===== config.mk =====
export PLATFORM = sky130hd
export DESIGN_NAME = branch_comparator
export DESIGN_NICKNAME = d
export VERILOG_FILES = /design/src/rtl/branch_comparator_pkg.sv /design/src/rtl/br_sat_counter.sv /design/src/rtl/branch_comparator.sv
export SDC_FILE = /design/constraint.sdc
export NUM_CORES = 1
export LEC_CHECK = 0
export ABC_CLOCK_PERIOD_IN_PS = 2000
export BUFFER_PORTS_ARGS = -buffer_cell sky130_fd_sc_hd__buf_2
export CAP_MARGIN = 10
export CORE_MARGIN = 5
export CORE_UTILIZATION = 41
export CTS_CLUSTER_DIAMETER = 100
export DETAILED_ROUTE_END_ITERATION = 8
export HOLD_SLACK_MARGIN = 0.15
export PLACE_DENSITY = 0.84
export SLEW_MARGIN = 5
export SYNTH_ARGS = -nofsm -noshare
export SYNTH_HDL_FRONTEND = slang
export SYNTH_HIERARCHICAL = 1
export SYNTH_SLANG_ARGS = --single-unit

===== constraint.sdc =====
create_clock -name clk -period 2 [get_ports clk]
set_clock_uncertainty 0.1 [all_clocks]
set_input_delay 0.2 -clock clk [delete_from_list [all_inputs] [get_ports clk]]
set_output_delay 0.2 -clock clk [all_outputs]
set_load 0.02 [all_outputs]

===== src/rtl/branch_comparator_pkg.sv =====
// Shared definitions for the branch comparator: operand width and the packed flag bundle.
package defines;

    localparam int DATA_WIDTH = 32;

    typedef struct packed {
        logic ltu;
        logic lt;
        logic eq;
    } br_flags_t;

endpackage


===== src/rtl/br_sat_counter.sv =====
// Saturating event counter: counts up on inc, holds at all-ones, clr beats inc.
module br_sat_counter #(
    parameter int CNT_WIDTH = 32
) (
    input  logic                 clk,
    input  logic                 rst_n,
    input  logic                 inc,
    input  logic                 clr,
    output logic [CNT_WIDTH-1:0] count
);

    always_ff @(posedge clk or negedge rst_n) begin
        if (!rst_n) begin
            count <= '0;
        end else if (clr) begin
            count <= '0;
        end else if (inc && (count != {CNT_WIDTH{1'b1}})) begin
            count <= count + 1'b1;
        end
    end

endmodule


===== src/rtl/branch_comparator.sv =====
// Branch condition comparator: combinational BrEq/BrLT/BrLTU plus a registered flag copy.
// Optional statistics counters are compiled in with `define BRANCH_CMP_STATS_EN.
module branch_comparator
    import defines::*;
#(
    parameter int DATA_WIDTH = defines::DATA_WIDTH,
    parameter int CNT_WIDTH  = 32
) (
    input  logic                  clk,
    input  logic                  rst_n,
    input  logic [DATA_WIDTH-1:0] rd_data1_i,
    input  logic [DATA_WIDTH-1:0] rd_data2_i,
    input  logic                  cmp_valid_i,
    output logic                  BrEq,
    output logic                  BrLT,
    output logic                  BrLTU,
    output logic [2:0]            flags_q_o,
`ifdef BRANCH_CMP_STATS_EN
    input  logic                  stats_clr_i,
    output logic [CNT_WIDTH-1:0]  eq_cnt_o,
    output logic [CNT_WIDTH-1:0]  lt_cnt_o,
    output logic [CNT_WIDTH-1:0]  ltu_cnt_o,
`endif
    output logic                  flags_valid_o
);

    logic signed [DATA_WIDTH-1:0] op1_s;
    logic signed [DATA_WIDTH-1:0] op2_s;
    br_flags_t                    flags_p0;
    br_flags_t                    flags_p1;
    logic                         vld_p1;

    assign op1_s = rd_data1_i;
    assign op2_s = rd_data2_i;

    // Stage p0: combinational compare, independent of clock, reset and valid
    always_comb begin
        flags_p0     = '0;
        flags_p0.eq  = (rd_data1_i == rd_data2_i);
        flags_p0.lt  = (op1_s < op2_s);
        flags_p0.ltu = (rd_data1_i < rd_data2_i);
    end

    assign BrEq  = flags_p0.eq;
    assign BrLT  = flags_p0.lt;
    assign BrLTU = flags_p0.ltu;

    // Stage p1: capture flags for the branch in decode, hold otherwise
    always_ff @(posedge clk or negedge rst_n) begin
        if (!rst_n) begin
            flags_p1 <= '0;
            vld_p1   <= 1'b0;
        end else begin
            vld_p1 <= cmp_valid_i;
            if (cmp_valid_i) begin
                flags_p1 <= flags_p0;
            end
        end
    end

    assign flags_q_o     = flags_p1;
    assign flags_valid_o = vld_p1;

`ifdef BRANCH_CMP_STATS_EN
    br_sat_counter #(.CNT_WIDTH(CNT_WIDTH)) u_eq_cnt (
        .clk   (clk),
        .rst_n (rst_n),
        .inc   (cmp_valid_i & flags_p0.eq),
        .clr   (stats_clr_i),
        .count (eq_cnt_o)
    );

    br_sat_counter #(.CNT_WIDTH(CNT_WIDTH)) u_lt_cnt (
        .clk   (clk),
        .rst_n (rst_n),
        .inc   (cmp_valid_i & flags_p0.lt),
        .clr   (stats_clr_i),
        .count (lt_cnt_o)
    );

    br_sat_counter #(.CNT_WIDTH(CNT_WIDTH)) u_ltu_cnt (
        .clk   (clk),
        .rst_n (rst_n),
        .inc   (cmp_valid_i & flags_p0.ltu),
        .clr   (stats_clr_i),
        .count (ltu_cnt_o)
    );
`else
    // No statistics hardware; CNT_WIDTH is still sanity-checked so builds agree.
    if (CNT_WIDTH < 1) begin : g_cnt_width_chk
        $error("CNT_WIDTH must be at least 1");
    end
`endif

endmodule


==> results of run 1 <==
[sequential cells by signal (all words and copies together), names as in the netlist]
signal	count
flags_q_o	3
flags_valid_o	1
[worst max-delay path, delay by kind of cell]
family,cells,cell delay (ps)
AND/OR/NAND/NOR,2,620
AO/OA/AOI/OAI,3,460
adder cells (fa/ha/maj),1,240
buffers and inverters,2,230
XOR/XNOR,1,140
[through the flow]
stage / TNS, ps / cell area [um^2] / setup slack (ps) / utilization [%] / hold WS [ps]
finish: -377 / 1950 / -200 / 85.5 / 210
global route: -567 / 1950 / -271 / 85.5 / 228
CTS: -292 / 1920 / -157 / 84.5 / 194
detailed placement: -719 / 1500 / -285 / 66.0 / -95.1
global placement: -657 / 1500 / -273 / 66.0 / -93.9
floorplan: -82.6 / 1030 / -82.6 / - / -196
[cells in the mapped netlist, types with 2 or more instances]
master	number	area, um^2
nand2_1	5	18.8
nand3_1	4	20.0
nor4_1	3	18.8
a21oi_1	13	65.1
dfrtp_1	4	100
nor2_1	2	7.51
inv_1	33	124
nand4_2	2	25.0
ha_1	32	400
nor2b_1	2	12.5
a21o_1	2	15.0
nand4_1	6	37.5
o21ai_1	2	10.0
[report_power, final]
group | internal [W] | total (W) | switching (W)
clock | 0.0000667 | 0.0000928 | 0.0000261
sequential | 0.0000897 | 0.0000941 | 0.00000442
combinational | 0.000236 | 0.000444 | 0.000207
total | 0.000393 | 0.000631 | 0.000238
[kinds of logic (layout without fill, tap and decap cells)]
logic type	Yosys count	after routing	share of synthesized area, %
adder cells (fa/ha/maj)	32	32	40.2
buffers and inverters	33	126	12.4
flip-flops	4	4	10.1
AND/OR/NAND/NOR	28	28	17.5
XOR/XNOR	1	1	0.880
AO/OA/AOI/OAI	26	26	16.3
multiplexers	2	2	2.64
[per-layer routing]
metal  vias to the layer above  GRT usage, %  share of wire (%)  routed length, um
li1                        637             -                  -                  -
met1                       624          22.5                 34               1390
met2                        67          51.8                 57               2320
met3                        14          3.70                6.2                255
met4                         0          9.06                3.2                131
met5                         -             0                  0                  0
[repair_timing]
action	4_1_cts	5_1_grt
hold buffers	2	0
endpoints found under the setup margin	2	3
pin swaps	17	7
hold endpoints to repair	5	0
setup buffers	5	1
resized for setup	52	5
[cell type report]
type                       instances  area (um^2)  area share (%)
sequential                         4          100            5.14
timing repair buffer              90          532            27.3
tap                               28         35.0            1.80
clock buffer                       3         22.5            1.16
multi-input combinational         89         1130            57.9
inverter                          33          129            6.62
[layout by cell type (no fill, tap or decap), types with 2 or more instances in the layout]
| cell | Yosys | routed |
|---|---|---|
| inv_2 | 0 | 11 |
| a21o_1 | 2 | 2 |
| nor2b_1 | 2 | 2 |
| ha_4 | 0 | 22 |
| nand2_1 | 5 | 5 |
| buf_4 | 0 | 16 |
| inv_1 | 33 | 20 |
| nor2_1 | 2 | 2 |
| inv_4 | 0 | 2 |
| nor4_2 | 0 | 2 |
| clkbuf_4 | 0 | 3 |
| nand4_1 | 6 | 6 |
| o21ai_1 | 2 | 2 |
| buf_6 | 0 | 5 |
| dfrtp_1 | 4 | 4 |
| ha_1 | 32 | 10 |
| a21oi_1 | 13 | 9 |
| a21oi_2 | 1 | 4 |
| dlygate4sd3_1 | 0 | 2 |
| buf_2 | 0 | 67 |
| nand3_1 | 4 | 4 |
[worst max path at each step]
stage / end / slack, ps / cells after the start / from
global route: BrLT / -270 / 9 / rd_data1_i[19]
floorplan: BrLT / -80 / 8 / rd_data2_i[23]
CTS: BrLT / -160 / 9 / rd_data1_i[25]
finish: BrLT / -200 / 9 / rd_data1_i[21]
global placement: BrLT / -270 / 9 / rd_data1_i[7]
detailed placement: BrLT / -290 / 9 / rd_data1_i[14]
==> results.cfg, run 1 <==
[logic_synthesis]
synth.net_count = 225
ys_seq_area_share_pct = 10.1
synth_edf_count = 0
synth_area_um2 = 996
synth_flop_cell = dfrtp_1
synth-warning-count = 6
synthCells = 126
synth-seq-cells = 4
syn_area_per_cell_um2 = 7.90
synthArstFlopShare_pct = 100
synth_cell_types = 29

[clocking]
clk-insertion-delay-late_ps = 220
cts_tree = built
ctsRootBufferMaster = clkbuf_4
cts.sinks = 4
clkSlewWorstSetupHoldPaths_ps = 30
cts_buffer_depth = 2
h-tree-depth = 1
numCtsBuffers = 3

[routing]
first_pass_iters = 4
drc = 0
avgRoutedWirePerCell_um = 16.6
ant_nets = 0
drt_iter0_drc = 22
vias = 1342
routed_wl_um = 4090
viasPerCell = 5.43

[timing]
tightestPinTransition_ps = 354
finalWorstSetupSlack_ps = -200
setup_violations = 2
fmax_mhz = 454
final_min_period_over_clock_period_pct = 110
min_period_ps = 2200
maxSlewViolCount = 0
relSlewSlack_pct = 76.4
hold_violations = 0
grt_setup_unrepaired = yes

[power_and_ir_drop]
power.density_mw_per_mm2 = 324
p_leak_nw = 0.980
p_total_w = 0.000631
vdd_ir_drop_max_uv = 335

[critical_path]
cp_slowest_stage_delay_ps = 440
crit_top_cell = buf_6
worst-endpoint-arrival_ps = 1900
path_max_fanout = 3
reg2reg_slack_ps = 1030
r2r_end = flags_q_o[1]
cp-start-kind = input pin
worstPathCellList = buf_6 > ha_4 > a21oi_2 > o21ai_2 > a22o_1 > or4_4 > nor2_4 > xnor2_4 > buf_6
slowest_stage = or4_4
r2r_cells = 3
crit_required_ps = 1700
end_kind = primary output
critPathKind = input pin to primary output
rr_startpoint = flags_q_o[1]

[placed_design]
portBuffers = 73
gp_congestion = 0.714
dpl.cell_count = 237
dp_hpwl_um = 2350

[die]
die_y_um = 59.3
coreArea_mm2 = 0.00228
io_pins = 74
start_util_pct = 43.8
die_w_um = 59.3
die-area_mm2 = 0.00351
rows = 17

[global_routing]
overflow = 0
grt_util_all_layers_pct = 24.5
antenna_found_initial = 0
grt_max_degree = 7
first_global_vias = 1463
grt_pass1_wl_um = 6470

[layout]
syn2layout_area_growth_pct = 95.4
fin_cells = 247
fin_nets = 320
fillers = 119
n_antenna_cell = 0
drive_gt1_share_pct = 65.3

[job]
drv_cap = 0

[outcome]
violations = negative setup slack
status = finished, violations left

[worst_hold_path]
hold_class = input pin to asynchronous set/reset pin
Power figures use the tool's default switching activity.
==> run 2: changes to the inputs <==
--- a/config.mk
+++ b/config.mk
@@ -14,6 +14,7 @@
 export DETAILED_ROUTE_END_ITERATION = 8
 export HOLD_SLACK_MARGIN = 0.15
 export PLACE_DENSITY = 0.84
+export SETUP_SLACK_MARGIN = 0.2
 export SLEW_MARGIN = 5
 export SYNTH_ARGS = -nofsm -noshare
 export SYNTH_HDL_FRONTEND = slang
==> run 2 against run 1 <==
The run still ends with negative setup slack left. Highest routed layer unchanged. First-iteration DRC count fell by 9.1%. Sequential share of layout area fell by 0.085 points. Largest power group unchanged. Critical path depth did not move. Critical endpoint is now BrLTU. Power rose by 1.7%.
==> results.cfg, run 2 (synthesis gave the netlist of run 1 again) <==
[routing]
ant_nets = 0
avgRoutedWirePerCell_um = 15.6
drc = 0
vias = 1300
first_pass_iters = 6
viasPerCell = 5.33
routed_wl_um = 3810
drt_iter0_drc = 20

[timing]
final_min_period_over_clock_period_pct = 111
setup_violations = 2
tightestPinTransition_ps = 280
min_period_ps = 2220
fmax_mhz = 450
finalWorstSetupSlack_ps = -221
hold_slack_ps = 189
grt_setup_unrepaired = yes
hold_violations = 0
fin_setup_tns_ps = -436
maxSlewViolCount = 0
relSlewSlack_pct = 81.3

[die]
start_util_pct = 43.8
die-area_mm2 = 0.00351
die_w_um = 59.3
io_pins = 74
die_y_um = 59.3
rows = 17
coreArea_mm2 = 0.00228

[outcome]
status = finished, violations left
violations = negative setup slack

[power_and_ir_drop]
vdd_ir_drop_max_uv = 308
power.density_mw_per_mm2 = 324
p_leak_nw = 0.978

[global_routing]
grt_util_all_layers_pct = 19.3
overflow = 0
first_global_vias = 1317
antenna_found_initial = 0
grt_max_degree = 7
grt_pass1_wl_um = 5320

[layout]
final_cell_area_mm2 = 0.00198
drive_gt1_share_pct = 67.1
layout_common_cells = buf_2, ha_4, inv_1, inv_2, buf_4
fin_util_pct = 86.9
final_common_cell = buf_2
fillers = 111
syn2layout_area_growth_pct = 98.6
n_antenna_cell = 0
fin_nets = 317
largest_reg_flops = 3

[critical_path]
path_max_fanout = 2
cp-start-kind = input pin
critPathKind = input pin to primary output
end_kind = primary output
r2r_cells = 3
crit_required_ps = 1700
worst-endpoint-arrival_ps = 1920

[placed_design]
dp_hpwl_um = 3040
gp_congestion = 0.731
portBuffers = 73
pre_cts_ws_ps = -235
placed_area_mm2 = 0.00178

[clocking]
clk-insertion-delay-late_ps = 240
h-tree-depth = 1
numCtsBuffers = 3
cts.sinks = 4
ctsRootBufferMaster = clkbuf_4
clkSlewWorstSetupHoldPaths_ps = 40
cts_buffer_depth = 2
cts_tree = built

[worst_hold_path]
hold_class = input pin to asynchronous set/reset pin

[job]
drv_cap = 0
-- run 2: cell count changes in the layout (fill, tap and decap cells not counted), sizes merged --
cell,change
buf,-3
-- run 2: final timing paths --
check                           slack [ps]            to     startpoint
worst max-delay path                  -220         BrLTU  rd_data1_i[1]
worst min-delay path                   190  flags_q_o[0]          rst_n
worst max register to register        1040  flags_q_o[1]   flags_q_o[1]
worst min register to register         400  flags_q_o[0]   flags_q_o[0]
max in group asynchronous             1490  flags_q_o[1]          rst_n
min in group clk                       400  flags_q_o[0]   flags_q_o[0]
-- run 2: worst max-delay path: stages --
cell and delay [ps]:
buf_2 120, ha_4 230, nor2b_1 140, o211ai_1 270
a2111oi_4 120, o31a_2 380, nor2_4 190, buf_4 160
buf_6 110
-- run 2: area by class of cell --
class	count	area [um^2]	area share, %
timing repair buffer	87	527	26.6
sequential	4	100	5.06
multi-input combinational	89	1160	58.5
clock buffer	3	22.5	1.14
inverter	33	136	6.89
tap	28	35.0	1.77
-- run 2: per-layer routing --
metal	routed length, um	GRT usage [%]	part of all wire, %
met5	0	0	0
met3	222	1.96	5.8
met1	1320	19.9	35
met4	55	5.18	1.4
met2	2210	39.5	58
-- run 2: power by group --
part / switching (W) / internal (W)
clock: 0.0000361 / 0.0000673
sequential: 0.00000454 / 0.0000897
combinational: 0.000208 / 0.000236
total: 0.000248 / 0.000393
-- run 2: metrics by stage --
stage	total power [W]	cells
final	0.000642	244
after global routing	0.000692	244
after CTS	0.000600	241
after detailed placement	0.000482	235
after global placement	0.000459	235
after floorplan	0.000319	126
-- run 2: repair_timing --
action | CTS | global route
pin swaps | 3 | 15
gates resized for setup | 9 | 18
endpoints found under the setup margin | 5 | 5
setup buffers | 1 | 3
endpoints found under the hold margin | 5 | 0
hold buffers | 2 | 0
